$ cat src/rtl/wb_port_arbiter_pkg.sv
// wb_arb_pkg: shared types and constants for the register-file write-port arbiter.
//   arb_state_e  : arbiter FSM states (IDLE, WAIT, FORCE)
//   REG_ZERO     : hard-wired zero register address (writes to it are dropped)
//   BE_WORD      : full-word byte-enable mask used for long-latency writes
//   wb_sel_data  : WB-stage write-data mux (load data vs. ALU result)
package wb_arb_pkg;

    typedef enum logic [1:0] {
        IDLE  = 2'd0,   // no long-latency request pending
        WAIT  = 2'd1,   // ll_req high, lost arbitration at least once
        FORCE = 2'd2    // requester starved: pipeline frozen, ll granted
    } arb_state_e;

    localparam logic [4:0] REG_ZERO = 5'd0;
    localparam logic [3:0] BE_WORD  = 4'hF;

    function automatic logic [31:0] wb_sel_data(input logic        memtoreg,
                                                input logic [31:0] dout,
                                                input logic [31:0] result);
        return memtoreg ? dout : result;
    endfunction

endpackage

$ cat src/rtl/wb_port_arbiter_if.sv
// wb_port_arbiter_if: bundles every non-clock/reset signal of the write-port arbiter.
//   WB stage  : wb_regwr, wb_be, wb_rw, wb_memtoreg, wb_dout, wb_result, wb_ovsel, wb_overflow
//   LL unit   : ll_req, ll_rw, ll_data -> ll_ack
//   Pipeline  : stall_pipe
//   RF port   : rf_we, rf_be, rf_waddr, rf_wdata, ovf_trap
//   Forwarding: id_rs, id_rt -> fwd_a, fwd_b (active only with WB_FWD_EN)
// Modports: slave = arbiter side, master = surrounding pipeline / testbench side.
interface wb_port_arbiter_if;

    logic        wb_regwr;
    logic [3:0]  wb_be;
    logic [4:0]  wb_rw;
    logic        wb_memtoreg;
    logic [31:0] wb_dout;
    logic [31:0] wb_result;
    logic        wb_ovsel;
    logic        wb_overflow;

    logic        ll_req;
    logic [4:0]  ll_rw;
    logic [31:0] ll_data;
    logic        ll_ack;

    logic        stall_pipe;

    logic        rf_we;
    logic [3:0]  rf_be;
    logic [4:0]  rf_waddr;
    logic [31:0] rf_wdata;
    logic        ovf_trap;

    logic [4:0]  id_rs;
    logic [4:0]  id_rt;
    logic        fwd_a;
    logic        fwd_b;

    modport slave (
        input  wb_regwr, wb_be, wb_rw, wb_memtoreg, wb_dout, wb_result, wb_ovsel, wb_overflow,
        input  ll_req, ll_rw, ll_data, id_rs, id_rt,
        output ll_ack, stall_pipe, rf_we, rf_be, rf_waddr, rf_wdata, ovf_trap, fwd_a, fwd_b
    );

    modport master (
        output wb_regwr, wb_be, wb_rw, wb_memtoreg, wb_dout, wb_result, wb_ovsel, wb_overflow,
        output ll_req, ll_rw, ll_data, id_rs, id_rt,
        input  ll_ack, stall_pipe, rf_we, rf_be, rf_waddr, rf_wdata, ovf_trap, fwd_a, fwd_b
    );

endinterface

$ cat src/rtl/wb_port_arbiter_starve_ctr.sv
// wb_starve_ctr: counts how many consecutive cycles the long-latency requester lost
// arbitration to the WB stage.
//   clk, rst_n : clock, synchronous active-low reset
//   clr_i      : clear the count (has priority over inc_i)
//   inc_i      : one more lost cycle
//   hit_o      : the increment happening this cycle brings the count to MAX_WAIT
module wb_starve_ctr #(
    parameter int unsigned MAX_WAIT = 4
) (
    input  logic clk,
    input  logic rst_n,
    input  logic clr_i,
    input  logic inc_i,
    output logic hit_o
);

    logic [3:0] cnt_q;
    logic [3:0] cnt_d;

    always_comb begin
        cnt_d = cnt_q;
        if (clr_i) begin
            cnt_d = '0;
        end else if (inc_i) begin
            cnt_d = cnt_q + 4'd1;
        end
    end

    // Look-ahead compare so the FSM can enter FORCE right after the MAX_WAIT-th loss.
    assign hit_o = inc_i && (({1'b0, cnt_q} + 5'd1) == 5'(MAX_WAIT));

    always_ff @(posedge clk) begin
        if (!rst_n) begin
            cnt_q <= '0;
        end else begin
            cnt_q <= cnt_d;
        end
    end

endmodule

$ cat src/rtl/wb_port_arbiter.sv
// wb_port_arbiter: owns the register-file write port behind MEM/WB. Arbitrates between the
// in-order WB stage and an out-of-order long-latency unit, suppresses writes of trapping
// overflowed instructions, and freezes the pipeline when the long-latency unit starves.
//   clk, rst_n : clock, synchronous active-low reset
//   bus        : wb_port_arbiter_if.slave (WB inputs, LL handshake, stall, RF write port,
//                forwarding)
// Parameter MAX_WAIT (1..15): lost arbitrations tolerated before a forced grant.
// Build option WB_FWD_EN: enables fwd_a/fwd_b comparators; otherwise both are tied to 0.
module wb_port_arbiter
    import wb_arb_pkg::*;
#(
    parameter int unsigned MAX_WAIT = 4
) (
    input  logic                clk,
    input  logic                rst_n,
    wb_port_arbiter_if.slave    bus
);

    arb_state_e  state_q, state_d;
    logic        rf_we_q;
    logic [3:0]  rf_be_q;
    logic [4:0]  rf_waddr_q;
    logic [31:0] rf_wdata_q;
    logic        ovf_trap_q;

    logic        wb_eff;
    logic [31:0] wb_data;
    logic        grant_wb, grant_ll, stall;
    logic        cnt_inc, cnt_clr, cnt_hit;
    logic        ll_wr;

    assign wb_eff  = bus.wb_regwr & (|bus.wb_be) & (bus.wb_rw != REG_ZERO)
                   & ~(bus.wb_ovsel & bus.wb_overflow);
    assign wb_data = wb_sel_data(bus.wb_memtoreg, bus.wb_dout, bus.wb_result);

    wb_starve_ctr #(.MAX_WAIT(MAX_WAIT)) u_ctr (
        .clk   (clk),
        .rst_n (rst_n),
        .clr_i (cnt_clr),
        .inc_i (cnt_inc),
        .hit_o (cnt_hit)
    );

    always_comb begin
        state_d  = state_q;
        grant_wb = 1'b0;
        grant_ll = 1'b0;
        stall    = 1'b0;
        cnt_inc  = 1'b0;
        cnt_clr  = 1'b0;
        unique case (state_q)
            IDLE, WAIT: begin
                if (wb_eff) begin
                    grant_wb = 1'b1;
                    if (bus.ll_req) begin
                        cnt_inc = 1'b1;
                        state_d = cnt_hit ? FORCE : WAIT;
                    end else begin
                        // Nothing pending, or requester withdrew before its ack.
                        cnt_clr = 1'b1;
                        state_d = IDLE;
                    end
                end else begin
                    grant_ll = bus.ll_req;
                    cnt_clr  = 1'b1;
                    state_d  = IDLE;
                end
            end
            FORCE: begin
                // MEM/WB is frozen, so the WB instruction re-presents next cycle.
                stall    = 1'b1;
                grant_ll = bus.ll_req;
                cnt_clr  = 1'b1;
                state_d  = IDLE;
            end
            default: begin
                cnt_clr = 1'b1;
                state_d = IDLE;
            end
        endcase
        // No handshake while reset is being sampled; the pending request is forgotten.
        if (!rst_n) begin
            grant_wb = 1'b0;
            grant_ll = 1'b0;
        end
    end

    assign ll_wr = grant_ll & (bus.ll_rw != REG_ZERO);

    always_ff @(posedge clk) begin
        if (!rst_n) begin
            state_q    <= IDLE;
            rf_we_q    <= 1'b0;
            rf_be_q    <= '0;
            rf_waddr_q <= '0;
            rf_wdata_q <= '0;
            ovf_trap_q <= 1'b0;
        end else begin
            state_q <= state_d;
            rf_we_q <= grant_wb | ll_wr;
            if (grant_wb) begin
                rf_be_q    <= bus.wb_be;
                rf_waddr_q <= bus.wb_rw;
                rf_wdata_q <= wb_data;
            end else if (ll_wr) begin
                rf_be_q    <= BE_WORD;
                rf_waddr_q <= bus.ll_rw;
                rf_wdata_q <= bus.ll_data;
            end
            // Not raised in FORCE: the frozen instruction traps when it re-presents.
            ovf_trap_q <= (state_q != FORCE) & bus.wb_regwr & bus.wb_ovsel & bus.wb_overflow;
        end
    end

    assign bus.ll_ack     = grant_ll;
    assign bus.stall_pipe = stall;
    assign bus.rf_we      = rf_we_q;
    assign bus.rf_be      = rf_be_q;
    assign bus.rf_waddr   = rf_waddr_q;
    assign bus.rf_wdata   = rf_wdata_q;
    assign bus.ovf_trap   = ovf_trap_q;

`ifdef WB_FWD_EN
    assign bus.fwd_a = rf_we_q & (rf_waddr_q == bus.id_rs) & (bus.id_rs != REG_ZERO);
    assign bus.fwd_b = rf_we_q & (rf_waddr_q == bus.id_rt) & (bus.id_rt != REG_ZERO);
`else
    logic unused_id;
    assign unused_id = ^{bus.id_rs, bus.id_rt};
    assign bus.fwd_a = 1'b0;
    assign bus.fwd_b = 1'b0;
`endif

endmodule

$ cat src/flat_wrapper.sv
// flat-port wrapper written by rule: the top's interface ports become plain ports
module wb_port_arbiter_flat import wb_arb_pkg::*;
#(
    parameter int unsigned MAX_WAIT = 4
)
  (clk, rst_n, bus_wb_regwr, bus_wb_be, bus_wb_rw, bus_wb_memtoreg, bus_wb_dout, bus_wb_result, bus_wb_ovsel, bus_wb_overflow, bus_ll_req, bus_ll_rw, bus_ll_data, bus_id_rs, bus_id_rt, bus_ll_ack, bus_stall_pipe, bus_rf_we, bus_rf_be, bus_rf_waddr, bus_rf_wdata, bus_ovf_trap, bus_fwd_a, bus_fwd_b);
  wb_port_arbiter_if bus_i ();
  input  logic clk;
  input  logic rst_n;
  input wire logic [$bits(bus_i.wb_regwr)-1:0] bus_wb_regwr;
  input wire logic [$bits(bus_i.wb_be)-1:0] bus_wb_be;
  input wire logic [$bits(bus_i.wb_rw)-1:0] bus_wb_rw;
  input wire logic [$bits(bus_i.wb_memtoreg)-1:0] bus_wb_memtoreg;
  input wire logic [$bits(bus_i.wb_dout)-1:0] bus_wb_dout;
  input wire logic [$bits(bus_i.wb_result)-1:0] bus_wb_result;
  input wire logic [$bits(bus_i.wb_ovsel)-1:0] bus_wb_ovsel;
  input wire logic [$bits(bus_i.wb_overflow)-1:0] bus_wb_overflow;
  input wire logic [$bits(bus_i.ll_req)-1:0] bus_ll_req;
  input wire logic [$bits(bus_i.ll_rw)-1:0] bus_ll_rw;
  input wire logic [$bits(bus_i.ll_data)-1:0] bus_ll_data;
  input wire logic [$bits(bus_i.id_rs)-1:0] bus_id_rs;
  input wire logic [$bits(bus_i.id_rt)-1:0] bus_id_rt;
  output wire logic [$bits(bus_i.ll_ack)-1:0] bus_ll_ack;
  output wire logic [$bits(bus_i.stall_pipe)-1:0] bus_stall_pipe;
  output wire logic [$bits(bus_i.rf_we)-1:0] bus_rf_we;
  output wire logic [$bits(bus_i.rf_be)-1:0] bus_rf_be;
  output wire logic [$bits(bus_i.rf_waddr)-1:0] bus_rf_waddr;
  output wire logic [$bits(bus_i.rf_wdata)-1:0] bus_rf_wdata;
  output wire logic [$bits(bus_i.ovf_trap)-1:0] bus_ovf_trap;
  output wire logic [$bits(bus_i.fwd_a)-1:0] bus_fwd_a;
  output wire logic [$bits(bus_i.fwd_b)-1:0] bus_fwd_b;
  assign bus_i.wb_regwr = bus_wb_regwr;
  assign bus_i.wb_be = bus_wb_be;
  assign bus_i.wb_rw = bus_wb_rw;
  assign bus_i.wb_memtoreg = bus_wb_memtoreg;
  assign bus_i.wb_dout = bus_wb_dout;
  assign bus_i.wb_result = bus_wb_result;
  assign bus_i.wb_ovsel = bus_wb_ovsel;
  assign bus_i.wb_overflow = bus_wb_overflow;
  assign bus_i.ll_req = bus_ll_req;
  assign bus_i.ll_rw = bus_ll_rw;
  assign bus_i.ll_data = bus_ll_data;
  assign bus_i.id_rs = bus_id_rs;
  assign bus_i.id_rt = bus_id_rt;
  assign bus_ll_ack = bus_i.ll_ack;
  assign bus_stall_pipe = bus_i.stall_pipe;
  assign bus_rf_we = bus_i.rf_we;
  assign bus_rf_be = bus_i.rf_be;
  assign bus_rf_waddr = bus_i.rf_waddr;
  assign bus_rf_wdata = bus_i.rf_wdata;
  assign bus_ovf_trap = bus_i.ovf_trap;
  assign bus_fwd_a = bus_i.fwd_a;
  assign bus_fwd_b = bus_i.fwd_b;
  wb_port_arbiter #(.MAX_WAIT(MAX_WAIT)) u_core (.clk(clk), .rst_n(rst_n), .bus(bus_i));
endmodule
$ cat config.mk
export PLATFORM = sky130hd
export DESIGN_NAME = wb_port_arbiter_flat
export DESIGN_NICKNAME = d
export VERILOG_FILES = /design/src/rtl/wb_port_arbiter_pkg.sv /design/src/rtl/wb_port_arbiter_if.sv /design/src/rtl/wb_port_arbiter_starve_ctr.sv /design/src/rtl/wb_port_arbiter.sv /design/src/flat_wrapper.sv
export SDC_FILE = /design/constraint.sdc
export NUM_CORES = 1
export LEC_CHECK = 0
export BUFFER_PORTS_ARGS = -buffer_cell sky130_fd_sc_hd__clkbuf_2
export CORE_MARGIN = 2
export CORE_UTILIZATION = 45
export DETAILED_ROUTE_END_ITERATION = 8
export PLACE_DENSITY = 0.88
export SLEW_MARGIN = 10
export SYNTH_ARGS = -nofsm -noshare
export SYNTH_HDL_FRONTEND = slang
export SYNTH_HIERARCHICAL = 1
export SYNTH_SLANG_ARGS = --single-unit
$ cat constraint.sdc
create_clock -name clk -period 2.5 [get_ports clk]
set_input_delay 0.25 -clock clk [delete_from_list [all_inputs] [get_ports clk]]
set_output_delay 0.25 -clock clk [all_outputs]
set_load 0.01 [all_outputs]
==> results of run 1 <==
## area by class of cell
class	count	area, µm²
clock buffers	6	82.6
flip-flops and latches	49	981
inverters	4	15.0
repair buffers	165	861
clock inverters	2	37.5
well taps	72	90.1
multi-input cells	163	1420
fillers	473	1990
## flip-flops by register name, summed over array words and instances (netlist names)
signal,cells
u_core/bus.rf_waddr,5
u_core/bus.rf_we,1
u_core/bus.rf_be,4
u_core/bus.rf_wdata,32
u_core/bus.ovf_trap,1
u_core/u_ctr/cnt_q,4
u_core/state_q,2
## synth_stat cells (2+ instances only)
cell type / count
o221a_2: 2
buf_2: 5
ha_1: 2
buf_4: 2
o21ai_0: 3
nand3_1: 3
mux2i_1: 35
inv_1: 3
clkbuf_1: 4
nor2_1: 10
buf_6: 6
dfxtp_1: 49
xnor2_1: 2
o2bb2ai_1: 32
xor2_1: 2
nand2_1: 10
nor3_1: 4
nand4_1: 2
a211oi_1: 2
mux2_2: 32
and3_1: 4
o221a_1: 2
## through the flow
step | util (%) | worst slack [ps] | std cells | cell area, µm² | hold WS [ps]
6_report | 63.6 | 394 | 461 | 3480 | 173
2_1_floorplan | - | 956 | 234 | 2540 | 368
3_3_place_gp | 61.4 | 336 | 453 | 3360 | 445
3_5_place_dp | 61.4 | 326 | 453 | 3360 | 447
4_1_cts | 63.6 | 393 | 461 | 3480 | 165
5_1_grt | 63.6 | 304 | 461 | 3480 | 201
## how the worst max path moves through the flow
| stage | startpoint | to | slack, ps | depth (start not counted) |
|---|---|---|---|---|
| floorplan | bus_wb_be[3] | u_core/bus.rf_wdata[0]$_SDFFE_PN0P_ | 960 | 7 |
| global placement | bus_wb_be[1] | u_core/bus.rf_wdata[13]$_SDFFE_PN0P_ | 340 | 6 |
| detailed placement | bus_wb_be[1] | u_core/bus.rf_wdata[9]$_SDFFE_PN0P_ | 330 | 6 |
| CTS | u_core/state_q[1]$_SDFF_PN0_ | u_core/bus.rf_waddr[4]$_SDFFE_PN0P_ | 390 | 4 |
| global route | u_core/state_q[1]$_SDFF_PN0_ | u_core/bus.rf_waddr[4]$_SDFFE_PN0P_ | 300 | 4 |
| finish | u_core/state_q[1]$_SDFF_PN0_ | u_core/bus.rf_wdata[1]$_SDFFE_PN0P_ | 390 | 4 |
## kinds of logic after synthesis
group / after synthesis / share of synthesized area, %
flops: 49 / 38.7
mux: 67 / 28.1
xor+xnor: 4 / 1.38
fa+ha+maj: 2 / 0.988
simple gates: 40 / 8.55
buf+inv: 22 / 5.58
compound gates: 48 / 16.6
other cells: 1 / 0.148
## critical path, stage by stage (launching register included)
cell	delay [ps]
dfxtp_1	330
and4bb_4	350
and3_2	890
mux2i_1	290
o2bb2ai_1	100
## power groups by stage
stage	combinational [W]	sequential [W]	clock (W)
after floorplan	0.000205	0.000911	0
after global placement	0.000402	0.000883	0
after detailed placement	0.000413	0.000886	0
after CTS	0.000415	0.000868	0.000606
after global routing	0.000447	0.000874	0.000638
final	0.000414	0.000868	0.000589
## cells in the final DEF, fill, tap and decap left out, types with 4 or more instances in the layout
cell,count
mux2_2,32
clkbuf_2,161
nor2_1,10
o2bb2ai_1,32
clkbuf_8,6
nor3_1,4
dfxtp_1,49
mux2i_1,35
nand2_1,10
## per-layer routing
metal / vias up / track usage, % / part of all wire, %
met4: 0 / 4.48 / 0.90
li1: 1188 / - / -
met1: 1127 / 23.4 / 40
met2: 92 / 40.8 / 53
met5: - / 0 / 0
met3: 9 / 4.09 / 6.3
==> results.md, run 1 <==
| Item | This run |
| --- | --- |
| Num ports | 174 |
| Relative slew margins | 30.6% |
| Number of antenna diodes | 0 |
| Period minus WS final | 2110 ps |
| CORE AREA | 5470 µm² |
| Internal power of the cells | 0.00138 W |
| Total setup violations reported at the end of the flow | 0 |
| Path type of the worst setup path | reg2reg |
| Switching part of the total power | 26.2% |
| First-pass GRT wire length | 10500 µm |
| Portion of the post-synthesis area used by sequential elements | 38.7% |
| Fraction of registers with async set or reset after synthesis | 0% |
| Primary flip-flop cell chosen by synthesis mapping | dfxtp_1 |
| TritonCTS clock tree | yes |
| Min-Delay Path Depth | 3 |
| Proportion of netlist area held by the largest area contributor | 38.7% |
| Inserted Clock Buffers | 5 |
| Vias in the first global route | 2333 |
| Initial DRC count | 101 |
| CTS Root Cell | clkbuf_8 |
| Layout cells sized above 1 | 54.8% |
| Worst flop-to-flop path endpoint | u_core/bus.rf_wdata[1]$_SDFFE_PN0P_ |
| Startpoint kind of the worst setup timing path | register |
| Vias per inst | 5.24 |
| Layout overhead on the synthesized area | 37.5% |
| Clock tree buffer depth | 2 |
| Status | finished clean |
| Post-synthesis sequential element count | 49 |
| Residual DRC | 0 |
| H-tree lvl count | 2 |
| Static leakage power | 1.63 nW |
| Maximum number of pins on one net before global-route repair | 34 |
| Final number of hold-violating endpoints | 0 |
| Yosys warning count | 6 |
| Max Transition Viols Final | 0 |
| Hold buffers post-CTS | 0 |
| Final Skew | 6.78 ps |
| Global-route total usage across every layer | 21.0% |
| Die X | 79.0 µm |
| Clock power share | 31.5% |
| Total via count after detailed routing | 2416 |
| DPL Wire Length | 5450 µm |
| Worst vdd rail ir drop | 320 µV |
| Total global routing overflow | 0 |
| Highest Clock Rate | 475 MHz |
| Floorplan die area | 6240 µm² |
| Worst-Skew Late Latency | 300 ps |
| Initial antenna violation count | 0 |
| Number of clock sinks seen by CTS | 49 |
| Launch point of the worst hold path | bus_wb_regwr |
| Synth Cell Area | 2530 µm² |
| Worst Hold Class | in2reg |
| Switching component of the power | 0.000491 W |
| Netlist cell types | 39 |
| Detailed-routing iteration count for the pre-antenna-repair pass | 4 |
| Number of enable flip-flop cells after synthesis | 0 |
| Period utilisation layout | 84.3% |
| Register clock-pin slew on the reported worst setup and hold paths | 90 ps |
| Port Buf Inserts | 161 |
| Remaining number of nets flagged by the antenna check after routing | 0 |
| End point of the worst hold path | u_core/bus.ovf_trap$_SDFF_PN0_ |
| Crit Reg-Reg Startpoint | u_core/state_q[1]$_SDFF_PN0_ |
| Post-DR wirelength/cell | 15.1 µm |
| GPL Wtd Cong | 0.822 |
| CP Max Fanout | 33 |
| Layout net count | 517 |
| Portion of total power attributed to sequential cells | 46.4% |
| Arrival time of the worst setup path | 2280 ps |
| Setup bufs post-CTS | 0 |
| Unrepaired setup endpoints after global routing | no |
| Number of violations of the max-capacitance limit | 0 |
| Element type at the critical path end | register |
| Initial standard-cell utilization of the core | 46.3% |
| Power Dens Cells | 537 nW/µm² |
| CP required | 2680 ps |
| Number of instances resized during post-cts repair | 0 |
| Setup slack on the worst flop-to-flop path | 390 ps |
| Measured slew at the worst slew-check pin | 1040 ps |
| Average cell area after synthesis | 10.9 µm² |
| Vert. Die Dim | 79.0 µm |
| Path depth of the worst reg2reg path | 4 |
| Wire length after detailed routing | 6980 µm |
| Post-Syn Instances | 233 |
| Number of core rows | 27 |
| Combinational group share of total power | 22.1% |
| Setup Total Neg Slack | 0 ps |
| Dominant cell type by area after synthesis | dfxtp_1 |
| Total power | 0.00187 W |
| Largest cells by area after synthesis | dfxtp_1 (39%), mux2_2 (14%), mux2i_1 (14%), o2bb2ai_1 (11%), buf_6 (2.7%) |
Note: power is estimated with default switching activity, not from simulation.
==> inputs of run 2 (changes only) <==
Settings changed: ABC_AREA from default to 1, CORE_UTILIZATION 45 to 46, PLACE_DENSITY 0.88 to 0.83.
Clock period 2.5 ns to 2 ns, I/O delays scaled along.
==> run 2 against run 1 <==
Register-to-register slack got worse by 60 ps. Clock skew is 3.2 ps higher. Maximum frequency rose by 26%. Flip-flop and latch count is the same. Sequential power rose by 27%. Die area rose by 29%. Combinational power increased by 75%. Sequential share of layout area decreased by 5.1 points. Utilization down 4.3 points. Synthesized cell count rose by 140%. Non-clock buffer count grew 5. Global-route usage up 1.4 points. Critical endpoint is now u_core/bus.rf_wdata[19]$_SDFFE_PN0P_. Largest power group unchanged.
==> results.md, run 2 <==
| Item | This run |
| --- | --- |
| Status | finished clean |
| Top cell types by occurrence after synthesis | nand2_1 (157), nor2_1 (84), inv_1 (82), dfxtp_1 (49), nand4_1 (39) |
| Average cell area after synthesis | 6.08 µm² |
| Number of violations of the max-capacitance limit | 0 |
| Highest Clock Rate | 600 MHz |
| Yosys warning count | 6 |
| Most common cell on crit path | nand3_4 |
| Post-synthesis sequential element count | 49 |
| Layout cells sized above 1 | 28.8% |
| Vert. Die Dim | 89.7 µm |
| Dominant cell type by area after synthesis | dfxtp_1 |
| Portion of the post-synthesis area used by sequential elements | 29.0% |
| Layout overhead on the synthesized area | 25.8% |
| Worst vdd rail ir drop | 291 µV |
| Largest cells by area after synthesis | dfxtp_1 (29%), nand2_1 (17%), nor2_1 (9.3%), inv_1 (9.1%), nand4_1 (7.2%) |
| Number of flip-flops under the largest register name | 32 |
| Fraction of registers with async set or reset after synthesis | 0% |
| Switching component of the power | 0.000795 W |
| Hold buffers post-CTS | 0 |
| Leading cell types in the layout, fill and taps excluded | clkbuf_2 (161), nand2_1 (157), nor2_1 (84) |
| Maximum number of pins on one net before global-route repair | 45 |
| Layout net count | 823 |
| Number of enable flip-flop cells after synthesis | 0 |
| Number of antenna diodes | 0 |
| Vias per inst | 4.82 |
| Startpoint kind of the worst setup timing path | register |
| Most common library cell in the layout ignoring fill and taps | clkbuf_2 |
| CTS Root Cell | clkbuf_8 |
| Clock tree buffer depth | 2 |
| Wire length after detailed routing | 9180 µm |
| Initial DRC count | 124 |
| Path type of the worst setup path | reg2reg |
| Total setup violations reported at the end of the flow | 0 |
| Most common cell in the netlist | nand2_1 |
| Netlist cell types | 28 |
| Global-route total usage across every layer | 22.4% |
| Floorplan die area | 8050 µm² |
| Total global routing overflow | 0 |
| Static leakage power | 2.54 nW |
| Element type at the critical path end | register |
| First-pass GRT wire length | 15300 µm |
| Remaining number of nets flagged by the antenna check after routing | 0 |
| Final Skew | 10.0 ps |
| H-tree lvl count | 2 |
| Inserted Clock Buffers | 5 |
| Setup slack on the worst flop-to-flop path | 330 ps |
| Final number of hold-violating endpoints | 0 |
| Power Dens Cells | 604 nW/µm² |
| Cell Chain, Critical Path | inv_2 -> nand2_2 -> nor2_4 -> nand3_4 -> nand3_4 -> buf_4 -> nand3_1 -> nand2_1 -> nor2_1 |
| Register clock-pin slew on the reported worst setup and hold paths | 100 ps |
| Port Buf Inserts | 161 |
| Arrival time of the worst setup path | 1860 ps |
| Switching part of the total power | 30.9% |
| DPL Wire Length | 6750 µm |
| Initial antenna violation count | 0 |
| Post-DR wirelength/cell | 11.6 µm |
| Proportion of netlist area held by the largest area contributor | 29.0% |
| Detailed-routing iteration count for the pre-antenna-repair pass | 4 |
| Initial standard-cell utilization of the core | 47.1% |
| Smallest setup slack after layout | 332 ps |
| Clock power share | 28.9% |
| CP Max Fanout | 37 |
| Portion of total power attributed to sequential cells | 42.9% |
| Combinational group share of total power | 28.2% |
| Number of instances resized during post-cts repair | 0 |
| CP required | 2190 ps |
| TritonCTS clock tree | yes |
| Period minus WS final | 1670 ps |
| GPL Wtd Cong | 0.863 |
| Worst Hold Class | in2reg |
| Num ports | 174 |
| Period utilisation layout | 83.4% |
| Internal power of the cells | 0.00177 W |
| Unrepaired setup endpoints after global routing | no |
| Max Transition Viols Final | 0 |
| Synth Cell Area | 3380 µm² |
| Residual DRC | 0 |
| CORE AREA | 7180 µm² |
| Setup Total Neg Slack | 0 ps |
| Cell with the biggest individual delay on the critical path | buf_4 |
| Primary flip-flop cell chosen by synthesis mapping | dfxtp_1 |
| Total via count after detailed routing | 3826 |
| Die X | 89.7 µm |
| Worst-Skew Late Latency | 300 ps |
| Dpl ws | 301 ps |
| Post-Syn Instances | 556 |
| Vias in the first global route | 3561 |
| Number of clock sinks seen by CTS | 49 |
| Setup bufs post-CTS | 0 |
| Number of core rows | 31 |
| Crit path largest cell delay | 400 ps |
==> run 2: layout make-up <==
class / count / area [µm²]
clock buffers: 7 / 86.3
clock inverters: 1 / 30.0
fillers: 698 / 2920
inverters: 85 / 322
multi-input cells: 383 / 1810
flip-flops and latches: 49 / 981
well taps: 99 / 124
repair buffers: 170 / 898
==> run 2: power groups by stage <==
stage               registers [W]  clock network (W)  logic, W
floorplan                 0.00116                  0  0.000437
global placement          0.00112                  0  0.000709
detailed placement        0.00112                  0  0.000726
CTS                       0.00110           0.000763  0.000729
global route              0.00111           0.000793  0.000826
finish                    0.00110           0.000743  0.000725
==> run 2: cells by family after synthesis <==
logic type	after synthesis	share of synthesized area (%)
buffers and inverters	125	17.5
flip-flops	49	29.0
adder cells (fa/ha/maj)	2	0.740
XOR/XNOR	1	0.259
AND/OR/NAND/NOR	334	45.5
AO/OA/AOI/OAI	44	6.92
other	1	0.111
==> run 2: layer usage <==
layer | vias up | part of all wire [%] | track usage [%]
met5 | - | 0 | 0
met4 | 0 | 2.0 | 7.95
met3 | 16 | 7.0 | 4.36
met2 | 147 | 50 | 41.3
met1 | 1666 | 41 | 25.7
li1 | 1997 | - | -
==> run 2: worst paths after layout <==
check / start / to / cells past startpoint
max reg2reg: u_core/state_q[1]$_SDFF_PN0_ / u_core/bus.rf_wdata[19]$_SDFFE_PN0P_ / 9
min: bus_wb_regwr / u_core/bus.ovf_trap$_SDFF_PN0_ / 3
max: u_core/state_q[1]$_SDFF_PN0_ / u_core/bus.rf_wdata[19]$_SDFFE_PN0P_ / 9
min reg2reg: u_core/bus.rf_be[2]$_SDFFE_PN0P_ / u_core/bus.rf_be[2]$_SDFFE_PN0P_ / 2
==> run 2: critical path, delay by kind of cell (launching register included) <==
| kind | cells | cell delay, ps |
|---|---|---|
| buffers and inverters | 2 | 480 |
| flip-flops | 1 | 340 |
| AND/OR/NAND/NOR | 7 | 740 |
==> run 2: stage by stage <==
step / hold WS (ps) / total power (W) / instances / instance area, µm² / util [%]
after detailed placement: 459 / 0.00185 / 786 / 4140 / 57.7
final: 145 / 0.00257 / 794 / 4260 / 59.3
after global placement: 444 / 0.00183 / 786 / 4140 / 57.7
after CTS: 136 / 0.00259 / 794 / 4260 / 59.3
after floorplan: 324 / 0.00160 / 557 / 3390 / -
after global routing: 142 / 0.00273 / 794 / 4260 / 59.3
==> inputs of run 3 (changes only) <==
Settings changed: ABC_AREA 1 to 0, CORE_UTILIZATION 46 to 38, PLACE_DENSITY 0.83 to 0.79.
Clock period 2 ns to 1.37 ns, I/O delays scaled along.
==> run 3 against run 2 <==
The flow now finishes with violations (negative setup slack). Maximum frequency grew 14%. Die area shrank 8.9%. Combinational power is 12% higher. Final area is 13% lower. Count of clock-buffer cells in the layout down 2. Flip-flop and latch count unchanged. Highest routed layer unchanged.
==> results.md, run 3 (synthesis gave the netlist of run 1 again) <==
| Item | This run |
| --- | --- |
| Residual DRC | 0 |
| Total global routing overflow | 0 |
| Portion of total power attributed to sequential cells | 46.9% |
| Die X | 85.6 µm |
| Worst-Skew Late Latency | 290 ps |
| Layout overhead on the synthesized area | 45.4% |
| Worst Hold Class | in2reg |
| Clock power share | 29.1% |
| H-tree lvl count | 2 |
| CP Max Fanout | 17 |
| Max Transition Viols Final | 0 |
| CTS Root Cell | clkbuf_8 |
| Initial DRC count | 48 |
| Clock tree buffer depth | 2 |
| CP required | 1560 ps |
| Element type at the critical path end | register |
| Dpl ws | -290 ps |
| Crit Reg-Reg Startpoint | u_core/state_q[1]$_SDFF_PN0_ |
| Final Skew | 2.58 ps |
| Port Buf Inserts | 161 |
| Number of core rows | 29 |
| Failing checks | negative setup slack |
| Vert. Die Dim | 85.6 µm |
| Total setup violations reported at the end of the flow | 43 |
| Post-DR wirelength/cell | 14.2 µm |
| Global-route total usage across every layer | 17.7% |
| Number of clock sinks seen by CTS | 49 |
| Cell Count Post-Placement | 475 |
| Combinational group share of total power | 24.0% |
| Smallest setup slack after layout | -96.5 ps |
| Highest Clock Rate | 682 MHz |
| Worst flop-to-flop path endpoint | u_core/bus.rf_wdata[25]$_SDFFE_PN0P_ |
| Num ports | 174 |
| Number of antenna diodes | 0 |
| Inserted Clock Buffers | 5 |
| Internal power of the cells | 0.00251 W |
| Path depth of the worst reg2reg path | 5 |
| GPL Wtd Cong | 0.817 |
| Layout net count | 535 |
| Status | complete, but fails checks |
| Min-Delay Path Depth | 3 |
| Wire length after detailed routing | 6840 µm |
| TritonCTS clock tree | yes |
| Final number of hold-violating endpoints | 0 |
| Initial antenna violation count | 0 |
| Number of violations of the max-capacitance limit | 0 |
| Period minus WS final | 1470 ps |
| CORE AREA | 6390 µm² |
| Period utilisation layout | 107% |
| Worst vdd rail ir drop | 444 µV |
| Most common library cell in the layout ignoring fill and taps | clkbuf_2 |
| Number of flip-flops under the largest register name | 32 |
| First-pass GRT wire length | 10600 µm |
| Total via count after detailed routing | 2469 |
| Layout cells sized above 1 | 58.6% |
| Maximum number of pins on one net before global-route repair | 34 |
| Vias in the first global route | 2368 |
| Final std cells w/o fill | 483 |
| Register clock-pin slew on the reported worst setup and hold paths | 90 ps |
| DPL Wire Length | 5470 µm |
| Unrepaired setup endpoints after global routing | yes |
| Launch point of the worst hold path | bus_wb_regwr |
| Detailed-routing iteration count for the pre-antenna-repair pass | 4 |
| Initial standard-cell utilization of the core | 39.7% |
| Vias per inst | 5.11 |
| Remaining number of nets flagged by the antenna check after routing | 0 |
| Arrival time of the worst setup path | 1660 ps |
| Power Dens Cells | 919 nW/µm² |
| Path type of the worst setup path | reg2reg |
| Setup slack on the worst flop-to-flop path | -100 ps |
| Floorplan die area | 7330 µm² |
| Leading cell types in the layout, fill and taps excluded | clkbuf_2 (161), dfxtp_1 (49), mux2i_1 (34) |
| End point of the worst hold path | u_core/bus.ovf_trap$_SDFF_PN0_ |
| Startpoint kind of the worst setup timing path | register |
| Static leakage power | 1.73 nW |
| Switching part of the total power | 25.9% |
| Switching component of the power | 0.000877 W |
## run 3: cell count changes in the layout (fill, tap and decap cells not counted), sizes merged, moves of 13 or more
cell,previous run,this run
nand2,160,10
inv,85,4
nor2,86,10
nand3,44,3
nand4,40,2
mux2i,0,35
mux2,0,32
o21ai,36,4
o2bb2ai,0,32
buf,9,22
## run 3: critical path, cell delays in order (launching register included)
cell	delay [ps]
dfxtp_1	320
and4bb_4	330
and3_4	230
buf_12	170
mux2i_1	230
o2bb2ai_1	90
## run 3: how the worst max path moves through the flow
| stage | from | cells past startpoint | slack, ps | end |
|---|---|---|---|---|
| finish | u_core/state_q[1]$_SDFF_PN0_ | 5 | -100 | u_core/bus.rf_wdata[25]$_SDFFE_PN0P_ |
| detailed placement | bus_wb_be[3] | 7 | -290 | u_core/bus.rf_wdata[25]$_SDFFE_PN0P_ |
| CTS | u_core/state_q[1]$_SDFF_PN0_ | 5 | -100 | u_core/bus.rf_wdata[25]$_SDFFE_PN0P_ |
| floorplan | bus_wb_be[3] | 6 | -50 | u_core/bus.rf_wdata[0]$_SDFFE_PN0P_ |
| global placement | bus_wb_be[3] | 7 | -210 | u_core/bus.rf_waddr[4]$_SDFFE_PN0P_ |
| global route | u_core/state_q[1]$_SDFF_PN0_ | 5 | -160 | u_core/bus.rf_wdata[11]$_SDFFE_PN0P_ |
## run 3: what timing repair did
action                                  4_1_cts  5_1_grt
gates resized for setup                       7        3
hold buffers                                  0        0
setup buffers                                 1        0
pin swaps                                     2        1
endpoints found under the setup margin       47       47
## run 3: per-layer routing
metal	part of all wire [%]	global-route usage [%]	vias to the layer above
li1	-	-	1222
met1	40	20.7	1129
met2	50	32.2	108
met3	9.0	4.14	10
met4	1.1	5.05	0
met5	0	0	-
## run 3: power groups by stage
stage               Combinational [W]  Clock (W)  Sequential (W)
floorplan                    0.000383          0         0.00166
global placement             0.000788          0         0.00162
detailed placement           0.000806          0         0.00162
CTS                          0.000816    0.00103         0.00159
global route                 0.000886    0.00107         0.00160
finish                       0.000814   0.000984         0.00159
## run 3: area by class of cell
class / instances / area, µm²
clock inverters: 2 / 35.0
flip-flops and latches: 49 / 981
repair buffers: 183 / 1040
fillers: 539 / 2700
inverters: 4 / 15.0
multi-input cells: 163 / 1450
well taps: 77 / 96.3
clock buffers: 5 / 68.8
## run 3: per-stage QoR
stage / area [µm²] / hold WS (ps) / utilization, % / power (W) / TNS, ps
after global placement: 3530 / 364 / 55.3 / 0.00241 / -8160
after global routing: 3680 / 84.7 / 57.7 / 0.00356 / -5410
final: 3680 / 72.3 / 57.7 / 0.00338 / -2630
after CTS: 3670 / 63.8 / 57.4 / 0.00343 / -2640
after floorplan: 2560 / 255 / - / 0.00205 / -1730
after detailed placement: 3530 / 382 / 55.3 / 0.00242 / -11530
